<file path="src/rtl/ep6_frame_packer.sv">
// ep6_frame_packer: packs ADC FIFO words into 256-word sync/counter-headed EP6 frames
module ep6_frame_packer #(
    parameter int          PAYLOAD_WORDS = 253,
    parameter logic [15:0] SYNC_WORD     = 16'h7F7F,
    parameter int          USEDW_W       = 10
) (
    input  logic               IFCLK,
    input  logic               RST_N,
    input  logic               RUN,
    input  logic [15:0]        FIFO_Q,
    input  logic [USEDW_W-1:0] FIFO_RDUSEDW,
    output logic               FIFO_RDREQ,
    input  logic               FULL_N,
    output logic [15:0]        FD,
    output logic               SLWR_N,
    output logic [1:0]         FIFO_ADR,
    output logic [15:0]        FRAME_CNT,
    output logic               BUSY
);
    localparam int CNT_W = $clog2(PAYLOAD_WORDS + 1);
    localparam logic [CNT_W-1:0] REQ_MAX = CNT_W'(PAYLOAD_WORDS);
    localparam logic [CNT_W-1:0] LAST    = CNT_W'(PAYLOAD_WORDS - 1);
    localparam logic [2:0] IDLE = 3'd0, HDR0 = 3'd1, HDR1 = 3'd2, HDR2 = 3'd3, DATA = 3'd4;

    logic [2:0]       state_q, state_d;
    logic [15:0]      seq_q, seq_d, fd_q, fd_d, frame_cnt_q, frame_cnt_d;
    logic [15:0]      buf0_q, buf0_d, buf1_q, buf1_d;
    logic [1:0]       occ_q, occ_d, occ_n;
    logic             slwr_n_q, slwr_n_d, inflight_q, inflight_d;
    logic [CNT_W-1:0] req_cnt_q, req_cnt_d, wr_cnt_q, wr_cnt_d;
    logic             rdreq, wr_data, pop, push;
    logic [15:0]      data_word;

    // Next-state: prefetch into a 2-deep buffer (with bypass of the arriving word) and sequence the frame
    always_comb begin
        rdreq       = (state_q == HDR2 || state_q == DATA) && (occ_q + {1'b0, inflight_q} < 2'd2) && (req_cnt_q < REQ_MAX);
        wr_data     = state_q == DATA && FULL_N && (occ_q != 2'd0 || inflight_q);
        pop         = wr_data && occ_q != 2'd0;
        push        = inflight_q && !(wr_data && occ_q == 2'd0);
        data_word   = occ_q != 2'd0 ? buf0_q : FIFO_Q;
        occ_n       = occ_q - {1'b0, pop};
        buf0_d      = pop ? buf1_q : buf0_q;
        buf1_d      = buf1_q;
        if (push && occ_n == 2'd0) buf0_d = FIFO_Q;
        if (push && occ_n != 2'd0) buf1_d = FIFO_Q;
        occ_d       = occ_n + {1'b0, push};
        inflight_d  = rdreq;
        req_cnt_d   = state_q == IDLE ? '0 : req_cnt_q + CNT_W'(rdreq);
        state_d     = state_q;
        seq_d       = seq_q;
        fd_d        = fd_q;
        slwr_n_d    = 1'b1;
        frame_cnt_d = frame_cnt_q;
        wr_cnt_d    = wr_cnt_q;
        case (state_q)
            IDLE: if (RUN && FIFO_RDUSEDW >= USEDW_W'(PAYLOAD_WORDS)) state_d = HDR0;
            HDR0, HDR1: if (FULL_N) begin
                fd_d     = SYNC_WORD;
                slwr_n_d = 1'b0;
                state_d  = state_q == HDR0 ? HDR1 : HDR2;
            end
            HDR2: if (FULL_N) begin
                fd_d     = seq_q;
                slwr_n_d = 1'b0;
                seq_d    = seq_q + 16'd1;
                wr_cnt_d = '0;
                state_d  = DATA;
            end
            DATA: if (wr_data) begin
                fd_d     = data_word;
                slwr_n_d = 1'b0;
                wr_cnt_d = wr_cnt_q + CNT_W'(1);
                if (wr_cnt_q == LAST) begin
                    state_d     = IDLE;
                    frame_cnt_d = seq_q - 16'd1;
                end
            end
            default: state_d = IDLE;
        endcase
    end

    // State and output registers; reset abandons any partial frame
    always_ff @(posedge IFCLK or negedge RST_N) begin
        if (!RST_N) begin
            state_q     <= IDLE;
            seq_q       <= '0;
            fd_q        <= '0;
            slwr_n_q    <= 1'b1;
            frame_cnt_q <= '0;
            buf0_q      <= '0;
            buf1_q      <= '0;
            occ_q       <= '0;
            inflight_q  <= 1'b0;
            req_cnt_q   <= '0;
            wr_cnt_q    <= '0;
        end else begin
            state_q     <= state_d;
            seq_q       <= seq_d;
            fd_q        <= fd_d;
            slwr_n_q    <= slwr_n_d;
            frame_cnt_q <= frame_cnt_d;
            buf0_q      <= buf0_d;
            buf1_q      <= buf1_d;
            occ_q       <= occ_d;
            inflight_q  <= inflight_d;
            req_cnt_q   <= req_cnt_d;
            wr_cnt_q    <= wr_cnt_d;
        end
    end

    assign FIFO_RDREQ = rdreq;
    assign FD         = fd_q;
    assign SLWR_N     = slwr_n_q;
    assign FIFO_ADR   = 2'b10;
    assign FRAME_CNT  = frame_cnt_q;
    assign BUSY       = state_q != IDLE;
endmodule

</file>
<file path="config.mk">
export PLATFORM = sky130hd
export DESIGN_NAME = ep6_frame_packer
export DESIGN_NICKNAME = d
export VERILOG_FILES = /design/src/rtl/ep6_frame_packer.sv
export SDC_FILE = /design/constraint.sdc
export NUM_CORES = 1
export LEC_CHECK = 0
export ABC_CLOCK_PERIOD_IN_PS = 3000
export BUFFER_PORTS_ARGS = -buffer_cell sky130_fd_sc_hd__buf_2
export CAP_MARGIN = 20
export CORE_MARGIN = 8
export CORE_UTILIZATION = 30
export CTS_CLUSTER_SIZE = 10
export DETAILED_ROUTE_END_ITERATION = 7
export PLACE_DENSITY = 0.56
export RECOVER_POWER = 50
export SYNTH_ARGS = -nofsm -noshare
export SYNTH_HDL_FRONTEND = slang
export SYNTH_SLANG_ARGS = --single-unit
</file>
<file path="constraint.sdc">
create_clock -name IFCLK -period 3 [get_ports IFCLK]
set_input_delay 0.3 -clock IFCLK [delete_from_list [all_inputs] [get_ports IFCLK]]
set_output_delay 0.3 -clock IFCLK [all_outputs]
set_load 0.03 [all_outputs]
</file>
### Yosys cells after proc, flatten, opt, wreduce, memory -nomap -nowiden

Cells that the tools add are included.

* flip-flop bits (word level): 103
* logic and storage cells: 81
* input bits: 30
* output and inout port bits: 37

* add/subtract/negate cells: 7
* reduce and logical (&&, ||, !) cells: 29
* magnitude comparators: 3
* muxes and demuxes: 21
* equal/unequal tests: 10

Operator list (number)
* $mux W16: 6
* $pmux W16 S3: 1
* $mux W8: 3
* $add A16 B1 Y16 const B: 1
* $pmux W8 S2: 1
* $sub A16 B1 Y16 const B: 1
* $mux W3: 5
* $pmux W3 S4: 1
* $ge A10 B8 Y1 const B: 1
* $logic_and A1 B1 Y1: 10
* $add A8 B1 Y8: 1
* $add A8 B1 Y8 const B: 1
* $eq A8 B8 Y1 const B: 1
* $lt A8 B8 Y1 const B: 1
* $reduce_bool A2 Y1: 4
* $eq A3 B2 Y1 const B: 2
* $ne A2 B2 Y1 const B: 3
* $reduce_and A3 Y1: 2
* $reduce_bool A3 Y1: 2
* $reduce_and A5 Y1: 1
* $add A2 B1 Y2: 2
* $logic_not A2 Y1: 2
* $ne A2 B1 Y1 const B: 2
* $reduce_and A4 Y1: 1
* other kinds (12): 15

### Logic depth before layout (Yosys ltp)

Gate-level depths: netlist (run 1).

* depth after elaboration: 8
* mapped depth: 14
* depth with buffers taken out: 9

### Worst setup path after synthesis (run 1)

No wires, ideal clock.

* path type: register to register
* from: register state_q[1]
* to: register buf1_q[12]
* arrival: 2.553 ns
* slack: 0.319 ns
* data required time: 2.872 ns
* cell stages (with the launch flop): 15
* library setup time: 0.128 ns
* cell sequence: dfrtp_1 buf_2 nand4bb_1 buf_2 or2_1 buf_2 inv_2 buf_4 ha_1 xnor2_1 nand2_1 o311a_1 buf_6 buf_6 mux2_1

* cells in the longest elaborated chain, start to end: 7

RTL lines
* start, declared: line 25 `logic [2:0] state_q, state_d;`
* start signal, assigned: line 97 `state_q <= state_d;`
* $eq A3 B3 Y1 *: line 37 `wr_data = state_q == DATA && FULL_N && (occ_q != 2'd0 || inflight_q);`
* $logic_and A1 B1 Y1 * (2 in series): line 37
* $logic_and A1 B1 Y1 (on tied branches): line 38, 39
* $sub A2 B1 Y2 or $logic_not A1 Y1 (tied branches): line 41, 39
* $reduce_bool A2 Y1 or $logic_and A1 B1 Y1 (tied branches): line 45, 39
* $logic_and A1 B1 Y1 *: line 45 `if (push && occ_n != 2'd0) buf1_d = FIFO_Q;`
* end signal, assigned: line 103 `buf1_q <= buf1_d;`
* end, declared: line 27 `logic [15:0] buf0_q, buf0_d, buf1_q, buf1_d;`

Every way passes the cells marked *; elsewhere a longest branch is shown, timed or not.
A chain may end at the register's enable or synchronous reset.

### Worst setup path in the final report (run 1)

* from: register state_q[2]
* to: register seq_q[13]

* cells in the longest elaborated chain, start to end: 2

RTL lines
* $eq A3 B2 Y1: line 55 `case (state_q)`
* $reduce_and A2 Y1 (no line)
* end signal, assigned: line 98 `seq_q <= seq_d;`
* end, declared: line 26 `logic [15:0] seq_q, seq_d, fd_q, fd_d, frame_cnt_q, frame_cnt_d;`

No other way between the ends.

==> impl_metrics.yaml, run 1 <==
run_status:
  status: "finished, final reports clean"
sta:
  hold_viol_final: 0
  setup_viol: 0
  drv_slew: 0
  finalClockSkew_ps: 10.26
  slew_headroom: 0.2137
  worst_slack_ps: 602.1
  max_freq_ghz: 0.4170
  fin_setup_tns_ps: 0
  worstMarginPinSlew_ps: 1179
  rsz0062_at_grt: "false"
  finalCriticalPeriod_ps: 2398
  timing.final.crit_share: 0.7993
yosys:
  synth_nets: 555
  yosys-top-cells-count: "102 x dfrtp_1, 79 x nand2_1, 52 x nor2_1, 40 x o21ai_0, 26 x xnor2_1"
  syn-cell-area_um2: 5091
  synth_edf_count: 0
  yosysSeqAreaShare: 0.5065
  ys_types: 58
  yosys_warnings: 0
  syn_avg_cell_area_um2: 9.847
  synth_ff_type: "dfrtp_1"
  yosysTopAreaCellShare: 0.5014
  yosys.area.top_type: "dfrtp_1"
  yosysMostFrequentCell: "dfrtp_1"
  synthArstFlopShare: 1.000
  ys_top_cells_by_area: "dfrtp_1 50%, nand2_1 5.8%, xnor2_1 4.5%, o21ai_0 3.9%, nor2_1 3.8%"
  synth_cells: 517
  ys_ff_latch: 103
clocking:
  clkLatencyLatePin_ps: 350
  cts_made_buffers: 9
  cts_tree: "done"
  cts.path.max_buffers: 2
  ctsHtreeMaxLevel: 3
  clk_pin_slew_ps: 60
  cts_hold_buf: 1
  cts_setup_buffers: 0
  clockRootBuffer: "clkbuf_16"
  clock_sinks: 103
  cts_resized: 0
floorplanning:
  die_y_um: 146.3
  rows: 47
  die_x_um: 146.3
  io_pins: 67
  dieArea_um2: 21390
  initial_utilization: 0.3070
  core_um2: 16580
finish:
  nNetsFinal: 605
  drive_above_1_share: 0.1381
  fillers: 1722
  syn_to_final_growth_pct: 14.28
  n_antenna_cell: 0
power:
  swShare: 0.3707
  p_int_mw: 3.197
  p_comb_frac: 0.366
  power_frac_seq: 0.418
  power.density_nw_per_um2: 873.2
  p_sw_mw: 1.883
  clockPowerShare: 0.216
  ir_worst_vdd_mv: 0.3395
  p_leak_nw: 2.491
route:
  first_pass_iters: 4
  vias: 3768
  ant_nets: 0
  vias_per_cell: 4.758
  wire_per_inst_um: 14.95
  drt-total-wl_um: 11840
  drc: 0
  drt_first_iter_violations: 219
worst_hold_path:
  hold_path.class: "in2reg"
setup_path:
  cp_common_cell: "nand4_1"
  cp_data_arrival_time_ps: 2620
  r2r_slack_ps: 600
  end_kind: "flip-flop"
  critPathMaxStageDelay_ps: 500
  crit_family: "simple AND/OR/NAND/NOR gates"
  cp_max_fo: 14
  path_cells: "and4b_1 > clkbuf_1 > nand4_1 > nor3_1 > nand4_1 > xnor2_1"
  start_kind: "flip-flop"
  cp_num_buf_inv: 1
  crit_slowest_cell: "clkbuf_1"
  criticalPathCategory: "reg2reg"
  cp.required_ps: 3230
place:
  port-buffer-count: 64
  gp_congestion: 0.7404
  hpwl_um: 8588
  post-place-ws_ps: 645.1
global_route:
  grt_pass1_vias: 3800
  grt_use_total: 0.1169
  grt_start_max_net_pins: 57
  grt_pass1_wl_um: 20240
  grt-ovfl-total: 0
  antenna_found_initial: 0
flow_run:
  cap_viol_max_count: 0
## path summary, 6_finish.rpt
check / start / to / depth (start not counted)
max in group asynchronous: RST_N / FRAME_CNT[12] / 3
hold / removal: FIFO_Q[8] / buf1_q[8] / 2
hold reg to reg: FRAME_CNT[4] / FRAME_CNT[4] / 2
min in group asynchronous: RST_N / buf1_q[8] / 2
setup / recovery: state_q[2] / seq_q[13] / 6
setup reg to reg: state_q[2] / seq_q[13] / 6
## layout make-up
class | count | area [um^2] | share of cell area
inverter | 10 | 37.54 | 0.006452
timing repair buffer | 77 | 375.4 | 0.06452
sequential | 103 | 2579 | 0.4432
multi-input combinational | 366 | 2278 | 0.3916
clock buffer | 15 | 267.8 | 0.04602
tap | 220 | 275.3 | 0.04731
clock inverter | 1 | 5.005 | 0.0008602
## power groups by stage
| stage | Clock (mW) | Sequential [mW] | Combinational [mW] |
|---|---|---|---|
| 6_report | 1.10 | 2.12 | 1.86 |
| 5_1_grt | 1.20 | 2.19 | 2.09 |
| 4_1_cts | 1.14 | 2.12 | 1.92 |
| 3_5_place_dp | 0 | 2.15 | 1.91 |
| 3_3_place_gp | 0 | 2.13 | 1.86 |
| 2_1_floorplan | 0 | 2.17 | 1.37 |
## kinds of logic (layout without fill, tap and decap cells)
group                    count (synthesis)  in the layout  synth area share
AND/OR/NAND/NOR                        199            199            0.1890
flip-flops                             103            103            0.5065
AO/OA/AOI/OAI                           93             93            0.1143
buffers and inverters                   48            103           0.04595
XOR/XNOR                                44             44           0.07569
multiplexers                            20             20           0.04743
adder cells (fa/ha/maj)                  8              8           0.01966
other                                    2              2          0.001475
## layer usage
metal,GRT usage,vias to the layer above,share of wire
met2,0.1725,87,0.46
met3,0.02410,13,0.041
met4,0.05204,0,0.016
met1,0.1616,1796,0.49
li1,-,1872,-
met5,0,-,0
## registers in the layout, summed over array words and instances (netlist names)
name,cells
seq_q,16
buf0_q,16
FD,16
occ_q,2
req_cnt_q,8
inflight_q,1
SLWR_N,1
state_q,3
wr_cnt_q,8
buf1_q,16
FRAME_CNT,16
## placed cells by master (no fill, tap or decap), drive strengths merged, types with 18 or more instances in the layout
cell,instances
buf,40
clkbuf,51
dfrtp,102
mux2,18
nand2,79
nand3,22
nor2,52
o21ai,45
xnor2,26
xor2,18
## through the flow
stage,utilization,area (um^2),power (mW),hold slack [ps],std cells
2_1_floorplan,-,5091,3.544,4.409,517
3_3_place_gp,0.3374,5595,3.994,367.5,775
3_5_place_dp,0.3374,5595,4.054,365.0,775
4_1_cts,0.3545,5878,5.178,201.5,792
5_1_grt,0.3508,5818,5.474,215.9,792
6_report,0.3508,5818,5.080,214.1,792
(Power assumes the default switching activity.)
==> run 2: changes to the inputs <==
--- a/config.mk
+++ b/config.mk
@@ -5,7 +5,8 @@
 export SDC_FILE = /design/constraint.sdc
 export NUM_CORES = 1
 export LEC_CHECK = 0
-export ABC_CLOCK_PERIOD_IN_PS = 3000
+export ABC_AREA = 1
+export ABC_CLOCK_PERIOD_IN_PS = 2450
 export BUFFER_PORTS_ARGS = -buffer_cell sky130_fd_sc_hd__buf_2
 export CAP_MARGIN = 20
 export CORE_MARGIN = 8
==> constraint.sdc (replaced) <==
create_clock -name IFCLK -period 2.45 [get_ports IFCLK]
set_input_delay 0.245 -clock IFCLK [delete_from_list [all_inputs] [get_ports IFCLK]]
set_output_delay 0.245 -clock IFCLK [all_outputs]
set_load 0.03 [all_outputs]
==> impl_metrics.yaml, run 2 <==
floorplanning:
  io_pins: 67
  core_um2: 17900
  initial_utilization: 0.3045
  rows: 49
  dieArea_um2: 22740
  die_y_um: 150.8
  die_x_um: 150.8
yosys:
  yosys.area.top_type: "dfrtp_1"
  ys_ff_latch: 103
  ys_types: 36
  yosys-top-cells-count: "166 x nand2_1, 102 x dfrtp_1, 78 x nand3_1, 68 x nor2_1, 60 x inv_1"
  yosysSeqAreaShare: 0.4730
  synth_cells: 684
  syn-cell-area_um2: 5451
  synthArstFlopShare: 1.000
  yosysMostFrequentCell: "nand2_1"
  ys_top_cells_by_area: "dfrtp_1 47%, nand2_1 11%, nand3_1 7.2%, nor2_1 4.7%, o21ai_0 4.2%"
  synth_ff_type: "dfrtp_1"
  syn_avg_cell_area_um2: 7.970
  synth_edf_count: 0
  synth_nets: 722
  yosys_warnings: 0
  yosysTopAreaCellShare: 0.4682
finish:
  layout_common_cells: "166 x nand2_1, 102 x dfrtp_1, 78 x nand3_1, 68 x nor2_1, 60 x inv_1"
  fin_cells: 971
  layout_commonest_cell: "nand2_1"
  n_antenna_cell: 0
  nNetsFinal: 775
  syn_to_final_growth_pct: 13.73
  drive_above_1_share: 0.1105
global_route:
  grt_use_total: 0.1242
  grt_pass1_wl_um: 22270
  grt_pass1_vias: 4237
  grt_start_max_net_pins: 47
  antenna_found_initial: 1
  grt-ovfl-total: 0
route:
  vias_per_cell: 4.662
  vias: 4527
  first_pass_iters: 5
  ant_nets: 0
  drc: 0
  drt-total-wl_um: 13630
  drt_first_iter_violations: 284
  wire_per_inst_um: 14.04
flow_run:
  cap_viol_max_count: 0
power:
  power_mw: 6.301
  p_sw_mw: 2.682
  p_comb_frac: 0.360
  swShare: 0.4256
  ir_worst_vdd_mv: 0.3845
  p_leak_nw: 2.878
  power.density_nw_per_um2: 1016
  p_int_mw: 3.619
  clockPowerShare: 0.226
  power_frac_seq: 0.414
clocking:
  cts_made_buffers: 9
  clock_sinks: 103
  clk_pin_slew_ps: 80
  clkLatencyLatePin_ps: 360
  ctsHtreeMaxLevel: 3
  cts_resized: 0
  cts_tree: "done"
  cts.path.max_buffers: 2
  clockRootBuffer: "clkbuf_16"
place:
  port-buffer-count: 64
  dp.cells: 954
  gp_congestion: 0.8034
  hpwl_um: 9773
sta:
  finalClockSkew_ps: 8.823
  hold_viol_final: 0
  max_freq_ghz: 0.4739
  slew_headroom: 0.2047
  setup_viol: 0
  finalCriticalPeriod_ps: 2110
  drv_slew: 0
  rsz0062_at_grt: "false"
  worstMarginPinSlew_ps: 1193
  timing.final.crit_share: 0.8613
  fin_setup_tns_ps: 0
setup_path:
  end_kind: "flip-flop"
  cp_max_fo: 6
  cp.required_ps: 2690
  start_kind: "flip-flop"
  cp_data_arrival_time_ps: 2350
  criticalPathCategory: "reg2reg"
worst_hold_path:
  hold_path.class: "in2reg"
run_status:
  status: "finished, final reports clean"
## run 2: what timing repair did
item                      in CTS  in global routing
hold buffers                   1                  0
setup buffers                  0                  0
hold endpoints to repair      44                  0
## run 2: cell families after synthesis
group	synth area share
flip-flops	0.4730
buffers and inverters	0.08446
XOR/XNOR	0.04177
AO/OA/AOI/OAI	0.09731
other	0.001378
AND/OR/NAND/NOR	0.2837
adder cells (fa/ha/maj)	0.01836
## run 2: critical path, cell delays in order, from the launching register on
cell and delay (ps):
dfrtp_1 460, nor2_4 200, nand2_2 100, a211oi_4 260
ha_1 210, ha_1 180, inv_1 60, nor3_1 230
nand2_1 100, xor2_1 150, nor2_1 50
## run 2: through the flow
| step | hold slack [ps] | utilization | area (um^2) | worst slack [ps] |
|---|---|---|---|---|
| 2_1_floorplan | -50.59 | - | 5464 | 1.604 |
| 3_3_place_gp | 312.7 | 0.3329 | 5959 | 433.6 |
| 3_5_place_dp | 309.3 | 0.3329 | 5959 | 368.4 |
| 4_1_cts | 100.3 | 0.3497 | 6261 | 342.5 |
| 5_1_grt | 118.0 | 0.3463 | 6200 | 135.0 |
| 6_report | 113.9 | 0.3463 | 6200 | 339.7 |
## run 2: final cells by class
type	count	area, um^2
clock inverter	7	66.31
sequential	103	2579
fill	1918	11700
tap	229	286.5
clock buffer	9	225.2
timing repair buffer	76	366.6
multi-input combinational	480	2425
inverter	67	251.5
## run 2: path summary, 6_finish.rpt
path                            depth (start not counted)           from  slack (ps)       endpoint
max in group asynchronous                               3          RST_N         540   FRAME_CNT[2]
worst min register to register                          2  FRAME_CNT[12]         480  FRAME_CNT[12]
worst max-delay path                                   10     state_q[0]         340   req_cnt_q[6]
min in group asynchronous                               2          RST_N         650   req_cnt_q[2]
worst min-delay path                                    3      FIFO_Q[1]         110      buf0_q[1]
worst max register to register                         10     state_q[0]         340   req_cnt_q[6]
## run 2: power groups by stage
stage | Sequential [mW] | Clock, mW | Combinational [mW]
after global routing | 2.69 | 1.53 | 2.62
after detailed placement | 2.64 | 0 | 2.33
after CTS | 2.61 | 1.47 | 2.34
final | 2.61 | 1.43 | 2.27
after floorplan | 2.67 | 0 | 1.70
after global placement | 2.63 | 0 | 2.30
## run 2: per-layer routing
layer | global-route usage | vias to the layer above | share of wire
met2 | 0.1951 | 99 | 0.47
li1 | - | 2327 | -
met5 | 0 | - | 0.00095
met4 | 0.03117 | 2 | 0.010
met3 | 0.03346 | 10 | 0.061
met1 | 0.1663 | 2089 | 0.46
